### config.mk
export PLATFORM = sky130hd
export DESIGN_NAME = seq_pattern_tx
export DESIGN_NICKNAME = d
export VERILOG_FILES = /design/src/rtl/seq_pkg.sv /design/src/rtl/seq_pattern_tx.sv
export SDC_FILE = /design/constraint.sdc
export NUM_CORES = 1
export LEC_CHECK = 0
export CAP_MARGIN = 20
export CELL_PAD_IN_SITES_DETAIL_PLACEMENT = 0
export CELL_PAD_IN_SITES_GLOBAL_PLACEMENT = 1
export CORE_MARGIN = 3
export CORE_UTILIZATION = 43
export DETAILED_ROUTE_END_ITERATION = 10
export PLACE_DENSITY_LB_ADDON = 0.1
export SLEW_MARGIN = 20
export SYNTH_ARGS = -nofsm -noshare
export SYNTH_HDL_FRONTEND = slang
export SYNTH_SLANG_ARGS = --single-unit
### constraint.sdc
create_clock -name clk -period 2.4 [get_ports clk]
set_input_delay 0.36 -clock clk [delete_from_list [all_inputs] [get_ports clk]]
set_output_delay 0.36 -clock clk [all_outputs]
set_load 0.01 [all_outputs]
### src/rtl/seq_pkg.sv
// Shared definitions for the serial pattern transmitter and the sequence
// detector benches that consume its stream.
package seq_pkg;

  localparam int SEQ_MAX_LEN = 16;
  localparam int SEQ_LEN_W   = 5;
  localparam int SEQ_REP_W   = 4;

  typedef enum logic [1:0] {
    ST_IDLE = 2'd0,
    ST_SEND = 2'd1,
    ST_GAP  = 2'd2
  } state_t;

  // The "0110" pattern that the detector benches look for.
  localparam logic [3:0] SEQ_TEST_PAT = 4'b0110;

endpackage

### src/rtl/seq_pattern_tx.sv
// Serial pattern transmitter: shifts a captured pattern out MSB-first, one
// bit per clock, repeating the frame with optional idle gaps in between.
// Every output comes straight from a register.
module seq_pattern_tx
  import seq_pkg::*;
#(
  parameter int   MAX_LEN  = SEQ_MAX_LEN,
  parameter int   LEN_W    = SEQ_LEN_W,
  parameter int   REP_W    = SEQ_REP_W,
  parameter int   GAP_LEN  = 2,
  parameter logic IDLE_BIT = 1'b0
) (
  input  logic               clk,
  input  logic               reset,
  input  logic               load,
  input  logic [MAX_LEN-1:0] pattern,
  input  logic [LEN_W-1:0]   length,
  input  logic [REP_W-1:0]   repeat_cnt,
  input  logic               abort,
  output logic               x,
  output logic               x_valid,
  output logic               frame_start,
  output logic               busy,
  output logic               done,
  output logic               err
);

  localparam int IDX_W = (MAX_LEN > 1) ? $clog2(MAX_LEN) : 1;
  localparam int GAP_W = (GAP_LEN > 1) ? $clog2(GAP_LEN) : 1;

  state_t             r_state;
  logic [MAX_LEN-1:0] r_pat;
  logic [IDX_W-1:0]   r_top;     // index of the first bit of a frame (length-1)
  logic [IDX_W-1:0]   r_idx;     // index of the bit currently on x
  logic [REP_W-1:0]   r_frames;  // frames still to send after the current one
  logic [GAP_W-1:0]   r_gap;     // gap cycles remaining after the current one
  logic               r_x;
  logic               r_x_valid;
  logic               r_frame_start;
  logic               r_busy;
  logic               r_done;
  logic               r_err;

  logic               w_len_ok;
  logic [IDX_W-1:0]   w_load_top;
  logic [IDX_W-1:0]   w_idx_dn;
  logic               w_last_bit;
  logic               w_more;
  logic               w_next_final;

  assign w_len_ok     = (length != '0) && (length <= LEN_W'(MAX_LEN));
  assign w_load_top   = IDX_W'(length - LEN_W'(1));
  assign w_idx_dn     = r_idx - IDX_W'(1);
  assign w_last_bit   = (r_idx == '0);
  assign w_more       = (r_frames != '0);
  // The frame about to start is the last one when exactly one remains.
  assign w_next_final = (r_frames == REP_W'(1));

  // Transfer FSM with bit, gap and frame counters and all registered outputs.
  always_ff @(posedge clk or negedge reset) begin
    if (!reset) begin
      r_state       <= ST_IDLE;
      r_pat         <= '0;
      r_top         <= '0;
      r_idx         <= '0;
      r_frames      <= '0;
      r_gap         <= '0;
      r_x           <= IDLE_BIT;
      r_x_valid     <= 1'b0;
      r_frame_start <= 1'b0;
      r_busy        <= 1'b0;
      r_done        <= 1'b0;
      r_err         <= 1'b0;
    end else begin
      r_frame_start <= 1'b0;
      r_done        <= 1'b0;
      r_err         <= 1'b0;
      case (r_state)
        ST_IDLE: begin
          // abort in the same cycle drops the load entirely
          if (load && !abort) begin
            if (w_len_ok) begin
              r_pat         <= pattern;
              r_top         <= w_load_top;
              r_idx         <= w_load_top;
              r_frames      <= repeat_cnt;
              r_x           <= pattern[w_load_top];
              r_x_valid     <= 1'b1;
              r_frame_start <= 1'b1;
              r_busy        <= 1'b1;
              r_done        <= (w_load_top == '0) && (repeat_cnt == '0);
              r_state       <= ST_SEND;
            end else begin
              r_err <= 1'b1;
            end
          end
        end
        ST_SEND: begin
          if (abort) begin
            r_state   <= ST_IDLE;
            r_x       <= IDLE_BIT;
            r_x_valid <= 1'b0;
            r_busy    <= 1'b0;
          end else if (!w_last_bit) begin
            r_idx  <= w_idx_dn;
            r_x    <= r_pat[w_idx_dn];
            r_done <= (w_idx_dn == '0) && !w_more;
          end else if (!w_more) begin
            r_state   <= ST_IDLE;
            r_x       <= IDLE_BIT;
            r_x_valid <= 1'b0;
            r_busy    <= 1'b0;
          end else if (GAP_LEN > 0) begin
            r_state   <= ST_GAP;
            r_gap     <= GAP_W'(GAP_LEN - 1);
            r_x       <= IDLE_BIT;
            r_x_valid <= 1'b0;
          end else begin
            r_state       <= ST_SEND;
            r_frames      <= r_frames - REP_W'(1);
            r_idx         <= r_top;
            r_x           <= r_pat[r_top];
            r_frame_start <= 1'b1;
            r_done        <= (r_top == '0) && w_next_final;
          end
        end
        ST_GAP: begin
          if (abort) begin
            r_state   <= ST_IDLE;
            r_x       <= IDLE_BIT;
            r_x_valid <= 1'b0;
            r_busy    <= 1'b0;
          end else if (r_gap == '0) begin
            r_state       <= ST_SEND;
            r_frames      <= r_frames - REP_W'(1);
            r_idx         <= r_top;
            r_x           <= r_pat[r_top];
            r_x_valid     <= 1'b1;
            r_frame_start <= 1'b1;
            r_done        <= (r_top == '0) && w_next_final;
          end else begin
            r_gap <= r_gap - GAP_W'(1);
          end
        end
        default: begin
          r_state   <= ST_IDLE;
          r_x       <= IDLE_BIT;
          r_x_valid <= 1'b0;
          r_busy    <= 1'b0;
        end
      endcase
    end
  end

  assign x           = r_x;
  assign x_valid     = r_x_valid;
  assign frame_start = r_frame_start;
  assign busy        = r_busy;
  assign done        = r_done;
  assign err         = r_err;

endmodule

Yosys cells after proc, flatten, opt, wreduce, memory -nomap -nowiden
Cells that the tools add are included.

Shifts and indexed selects: 0. Reductions and logical operators: 25. Magnitude comparators: 4. Divide/modulo/power cells: 0. Bitwise gates (word level): 0. Multipliers: 0. Equality and inequality tests: 15. Add/sub/neg operators: 4. Multiplexer cells: 66.

Operators by type and width (number): 4-bit two-way mux (10); 1-bit two-way mux (37); 4-bit logical NOT (5); 2-bit != test, second input constant (9); 4-bit by 5-bit < comparator with 1-bit output, second input constant (3); 5-bit AND reduction (3); 2-bit two-way mux (7); 1-bit binary-select mux with 4-bit select (3); 1-bit case mux with 3 select lines (4); 4-bit case mux with 3 select lines (1); 4-bit by 1-bit subtractor with 4-bit output, second input constant (3); 3-bit != test, second input constant (3); 4-bit case mux with 2 select lines (1); 7-bit AND reduction (1); 2-bit case mux with 3 select lines (1); 3-bit AND reduction (2); 5-bit less-or-equal comparator, second input constant (1); 1-bit logical AND (5); 5-bit nonzero test (1); 4-bit by 1-bit == test with 1-bit output, second input constant (1); 1-bit case mux with 2 select lines (2); 4-bit AND reduction (1); 2-bit nonzero test (2); 4-bit nonzero test (1); other kinds (6) (7).

Memories kept: 0. Bits in writable memories: 0. Bits in read-only memories: 0. Output and inout port bits: 6. Logic and storage cells: 126. Flip-flop bits (word level): 37. Bits in latches: 0. Input bits: 29.

Logic depth before layout (Yosys ltp)
Word-level depth: 6. Depth in mapped cells: 9. Gate-level depth less buffers: 7.

Worst setup path after synthesis
OpenSTA, ideal clock, no wires.

Path kind: input to register. Start point: in length[0]. End point: reg r_pat[10]. Arrival: 1.952 ns. Stages: 8. Path buffers: 2. Library setup time: 0.128 ns. Data required time: 2.272 ns. Path slack: 0.320 ns. Cells stage by stage: buf_2 -> inv_1 -> ha_1 -> nor3b_1 -> xnor2_1 -> nand3_1 -> buf_2 -> mux2_1.

Word-level cells in the longest chain between the ends: 3. Elaborated cells on any way between the ends: 4. Classes of those cells: 1 x order compare; 3 x reduce/logical.

Ends and longest elaborated chain: from (decl) (RTL line seq_pattern_tx.sv:17) `input logic [LEN_W-1:0] length,`; 5-bit less-or-equal comparator / 5-bit nonzero test (equally long branches) (RTL line seq_pattern_tx.sv:51) `assign w_len_ok = (length != '0) && (length <= LEN_W'(MAX_LEN));`; 1-bit logical AND * (RTL line seq_pattern_tx.sv:51); 3-bit AND reduction (no source line) *; to (signal assigned) (RTL line seq_pattern_tx.sv:83) `r_pat <= pattern;`; to (decl) (RTL line seq_pattern_tx.sv:32) `logic [MAX_LEN-1:0] r_pat;`.

Mark *: on every way between the ends. The rest lies on a longest branch, timed or not. A chain may end at the register's enable or synchronous reset.

Worst setup path in the final report
Start point: in length[1]. End point: reg r_frames[1].

Word-level cells in the longest chain between the ends: 4. Elaborated cells on any way between the ends: 5. Classes of those cells: 1 x order compare; 1 x eq/ne; 3 x reduce/logical.

Ends and longest elaborated chain: 5-bit less-or-equal comparator / 5-bit nonzero test (equally long branches) (RTL line seq_pattern_tx.sv:51); 1-bit logical AND * (RTL line seq_pattern_tx.sv:51); 2-bit != test (no source line) *; 5-bit AND reduction (no source line) *; to (signal assigned) (RTL line seq_pattern_tx.sv:86) `r_frames <= repeat_cnt;`; to (signal assigned) (RTL line seq_pattern_tx.sv:120) `r_frames <= r_frames - REP_W'(1);`; to (signal assigned) (RTL line seq_pattern_tx.sv:135) `r_frames <= r_frames - REP_W'(1);`; to (decl) (RTL line seq_pattern_tx.sv:35) `logic [REP_W-1:0] r_frames;`.

Marked as above.

==> results.env <==
CELLLEAKAGEPOWER_nW=1.269
GRT_PASS1_VIAS=1953
SYN-NUM-NETS=244
DESIGN.FINAL.NETS=295
SYN2LAYOUT_AREA_GROWTH_PCT=26.78
NUM_ROWS=26
TOTALWIRELENGTH_MM=5.415
DP_HPWL_MM=4.296
SYNTH_AREA_PER_INST_UM2=11.48
HTREE_NUM_LEVELS=2
POWER_DENSITY_nW_PER_UM2=1111
TIMING.CRITICAL_PATH.REQUIRED_PS=2550
INITIAL_CORE_UTIL_PCT=45.26
RSZ0062_AT_GRT='false'
TOTAL_SWITCHING_POWER_mW=1.241
NUMBER_OF_ENABLE_TYPE_REGISTER_CELLS_IN_THE_SYNTHESIZED_NETLIST=0
DRC=0
REPORT.FINAL.HOLD_VIOL_COUNT=0
POSTCTSSETUPBUFFERS=0
NETLIST_TOP_CELLS_AREA='sky130_fd_sc_hd__dfrtp_1, sky130_fd_sc_hd__mux2_1, sky130_fd_sc_hd__mux4_2'
TIMING.SETUP.CRITICAL_PATH_CLASS='in2reg'
ASYNC_RESET_FF_SHARE_PCT=100.0
AVGROUTEDWIREPERCELL_UM=16.66
TIMING_WORST_SLEW_PIN_VALUE_PS=475.9
IO_BUFFERS=34
GRT_PASS1_WL_MM=9.246
TIGHTEST_HOLD_CHECK_TYPE='in2async'
PRE_CTS_SLACK_PS=-123.8
SEQ_AREA_FRAC_SYNTH_PCT=39.55
TRITONCTS_NUM_SINKS=37
SYNTH.MOST_COMMON_CELL='sky130_fd_sc_hd__dfrtp_1'
POWER.CLOCK.FRACTION_PCT=13.4
NETSWITCHINGFRACTION_PCT=37.64
DPL-INSTANCE-AREA_UM2=2882
INITIAL_ANTENNA_VIOLATION_COUNT=0
FILLERINSTANCES=440
POWER.SHARE.COMBINATIONAL_PCT=50.6
FINCLKSKEW_PS=8.808
CRITICAL-PATH-TOP-DELAY-FAMILY='buffers and inverters'
TOP_CELL_TYPE_BY_TOTAL_AREA_AFTER_SYNTHESIS='sky130_fd_sc_hd__dfrtp_1'
GR-TOTAL-OVERFLOW=0
CTS_TREE='yes'
HOLD_WS_PS=495.2
PIN_COUNT_OF_THE_BIGGEST_NET_ENTERING_GLOBAL_ROUTING=38
CTS_BUFFER_DEPTH=2
ANT_NETS=0
TIMING.SLEW.HEADROOM_PCT=67.98
WORST_PATH_LARGEST_CELL_DELAY_PS=450
NUM_ANTENNA_CELLS=0
PATH_BUF_INV=3
CRITICAL_PATH.STARTPOINT_TYPE='input pin'
CLKTRANSATPATHREGS_PS=80
MULTI_INPUT_AREA_UM2=1309
POST_DRT_VIA_CELL_RATIO=5.588
SYNTH_TOP_AREA_SHARE_PCT=39.55
SEQCELLAREA_UM2=925.9
ACHIEVABLE-FREQUENCY_MHz=448.5
DIE_AREA_UM2=6366
POST_SYNTH_MOST_FREQUENT_CELLS='sky130_fd_sc_hd__dfrtp_1, sky130_fd_sc_hd__mux2_1, sky130_fd_sc_hd__inv_1'
FINAL_PERIOD_UTILIZATION_PCT=92.90
PWR-SHARE-SEQ_PCT=36.0
POST_SYNTH_NUM_CELL_TYPES=45
NUM_VIAS=1816
ROUTER_ITERATIONS_BEFORE_ANTENNA_REPAIR=4
CTS_ROOT_BUF='sky130_fd_sc_hd__clkbuf_8'
WORST_SETUP_PATH_END_KIND='flop'
WORSTPATHARRIVAL_PS=2380
SYNTH.FF_LATCH_COUNT=37
FINALMAXSLEWVIOLATIONS=0
SYNTH.YOSYS.WARNINGS=0
INSERTION_DELAY_PS=290
CORE_AREA_UM2=5172
CTS_INSERTED_BUFFERS=5
SETUP_VIOL=0
FIN_SETUP_TNS_PS=0
CTS.REPAIR.RESIZED=0
GLOBALPLACE.CONGESTION=0.8181
POST_SYNTH_INSTANCE_AREA_UM2=2341
SYNTH_CELLS=204
DETAILEDROUTE.FIRSTITERATIONVIOLATIONS=44
CTS_HOLD_REPAIR.BUFFERS=0
CELL_INTERNAL_PWR_mW=2.056
RUN_STATUS='finished clean'
CP_MAX_FO=7
SETUP_SLACK_PS=170.5
DRIVE_GT1_SHARE_PCT=16.08
SETUP.REG_TO_REG.WORST_SLACK_PS=280
TOP_LEVEL_PORTS=35
CAP_VIOLATIONS=0
GR-USAGE-ALL-LAYERS_PCT=18.88
FLOORPLAN_DIE_HEIGHT_UM=79.79
VDD_DROP_MAX_mV=0.5418
CELL_BY_CELL_LISTING_OF_THE_CRITICAL_PATH='clkdlybuf4s50_1 -> inv_1 -> ha_1 -> nor3b_1 -> xnor2_1 -> a21boi_1 -> buf_4 -> a2111oi_0 -> a21oi_1'
LAYOUT.CELL_AREA.NON_FILLER_UM2=2968
FP.DIEW_UM=79.79
YS.FLOP_TYPE='sky130_fd_sc_hd__dfrtp_1'
TIMING.FINAL.CRIT_PERIOD_PS=2230
SLOWEST_STAGE='sky130_fd_sc_hd__a2111oi_0'
==> sequential cells by signal (all words and copies together) (netlist names) <==
name,count
r_pat,16
x_valid,1
frame_start,1
x,1
r_gap,1
busy,1
done,1
r_idx,4
r_frames,4
r_state,2
err,1
r_top,4
==> power groups by stage <==
stage	Sequential (mW)	Combinational [mW]	Clock (mW)
6_report	1.19	1.67	0.442
2_1_floorplan	1.09	1.26	0
4_1_cts	1.19	1.68	0.461
5_1_grt	1.23	1.85	0.487
3_3_place_gp	1.18	1.63	0
3_5_place_dp	1.20	1.68	0
==> final cells by class <==
cell class / count / share of cell area (%)
Tap cell: 70 / 2.951
Clock buffer: 7 / 2.909
Multi-Input combinational cell: 142 / 44.10
Inverter: 15 / 1.897
Sequential cell: 37 / 31.20
Timing Repair Buffer: 54 / 16.95
==> layout by cell type, fill, tap and decap left out, drive strengths merged, types with 3 or more instances in the layout <==
| cell | netlist | routed |
|---|---|---|
| inv | 15 | 15 |
| o31ai | 3 | 3 |
| a221oi | 6 | 6 |
| a21oi | 9 | 9 |
| ha | 11 | 11 |
| buf | 5 | 20 |
| nor3 | 7 | 7 |
| clkbuf | 5 | 7 |
| nor4 | 3 | 3 |
| xor2 | 3 | 3 |
| dfrtp | 37 | 37 |
| mux4 | 13 | 13 |
| clkdlybuf4s50 | 0 | 34 |
| mux2 | 23 | 23 |
| o21ai | 9 | 9 |
| nor2b | 3 | 3 |
| nor2 | 12 | 12 |
| mux2i | 5 | 5 |
| nor3b | 5 | 5 |
| nand2 | 7 | 7 |
==> final timing paths <==
kind / from / to / cells past startpoint
worst min register to register: busy / busy / 1
worst min-delay path: reset / r_frames[0] / 2
worst max-delay path: length[1] / r_frames[1] / 9
max in group asynchronous: reset / r_idx[3] / 2
min in group clk: busy / busy / 1
worst max register to register: r_idx[0] / x / 6
==> metrics by stage <==
step / std cells / power, mW / utilization, %
final: 325 / 3.298 / 57.38
after global placement: 318 / 2.812 / 55.71
after detailed placement: 318 / 2.880 / 55.71
after CTS: 325 / 3.332 / 57.38
after floorplan: 204 / 2.348 / -
after global routing: 325 / 3.567 / 57.38
==> layer usage <==
metal | GRT usage [%] | vias up | wire [um]
li1 | - | 865 | -
met1 | 22.37 | 893 | 2277
met2 | 34.06 | 47 | 2824
met3 | 3.950 | 11 | 231
met4 | 5.912 | 0 | 82
met5 | 0 | - | 0
==> logic make-up (layout without fill, tap and decap cells) <==
group                    count (synthesis)  count (layout)  share of synthesized area, %
flip-flops                              37              37                         39.55
multiplexers                            41              41                         26.19
AO/OA/AOI/OAI                           39              39                         11.44
adder cells (fa/ha/maj)                 11              11                         5.879
XOR/XNOR                                 4               4                         1.497
buffers and inverters                   25              76                         4.543
AND/OR/NAND/NOR                         47              47                         10.90
No activity file was read; power rests on OpenSTA's default activity.
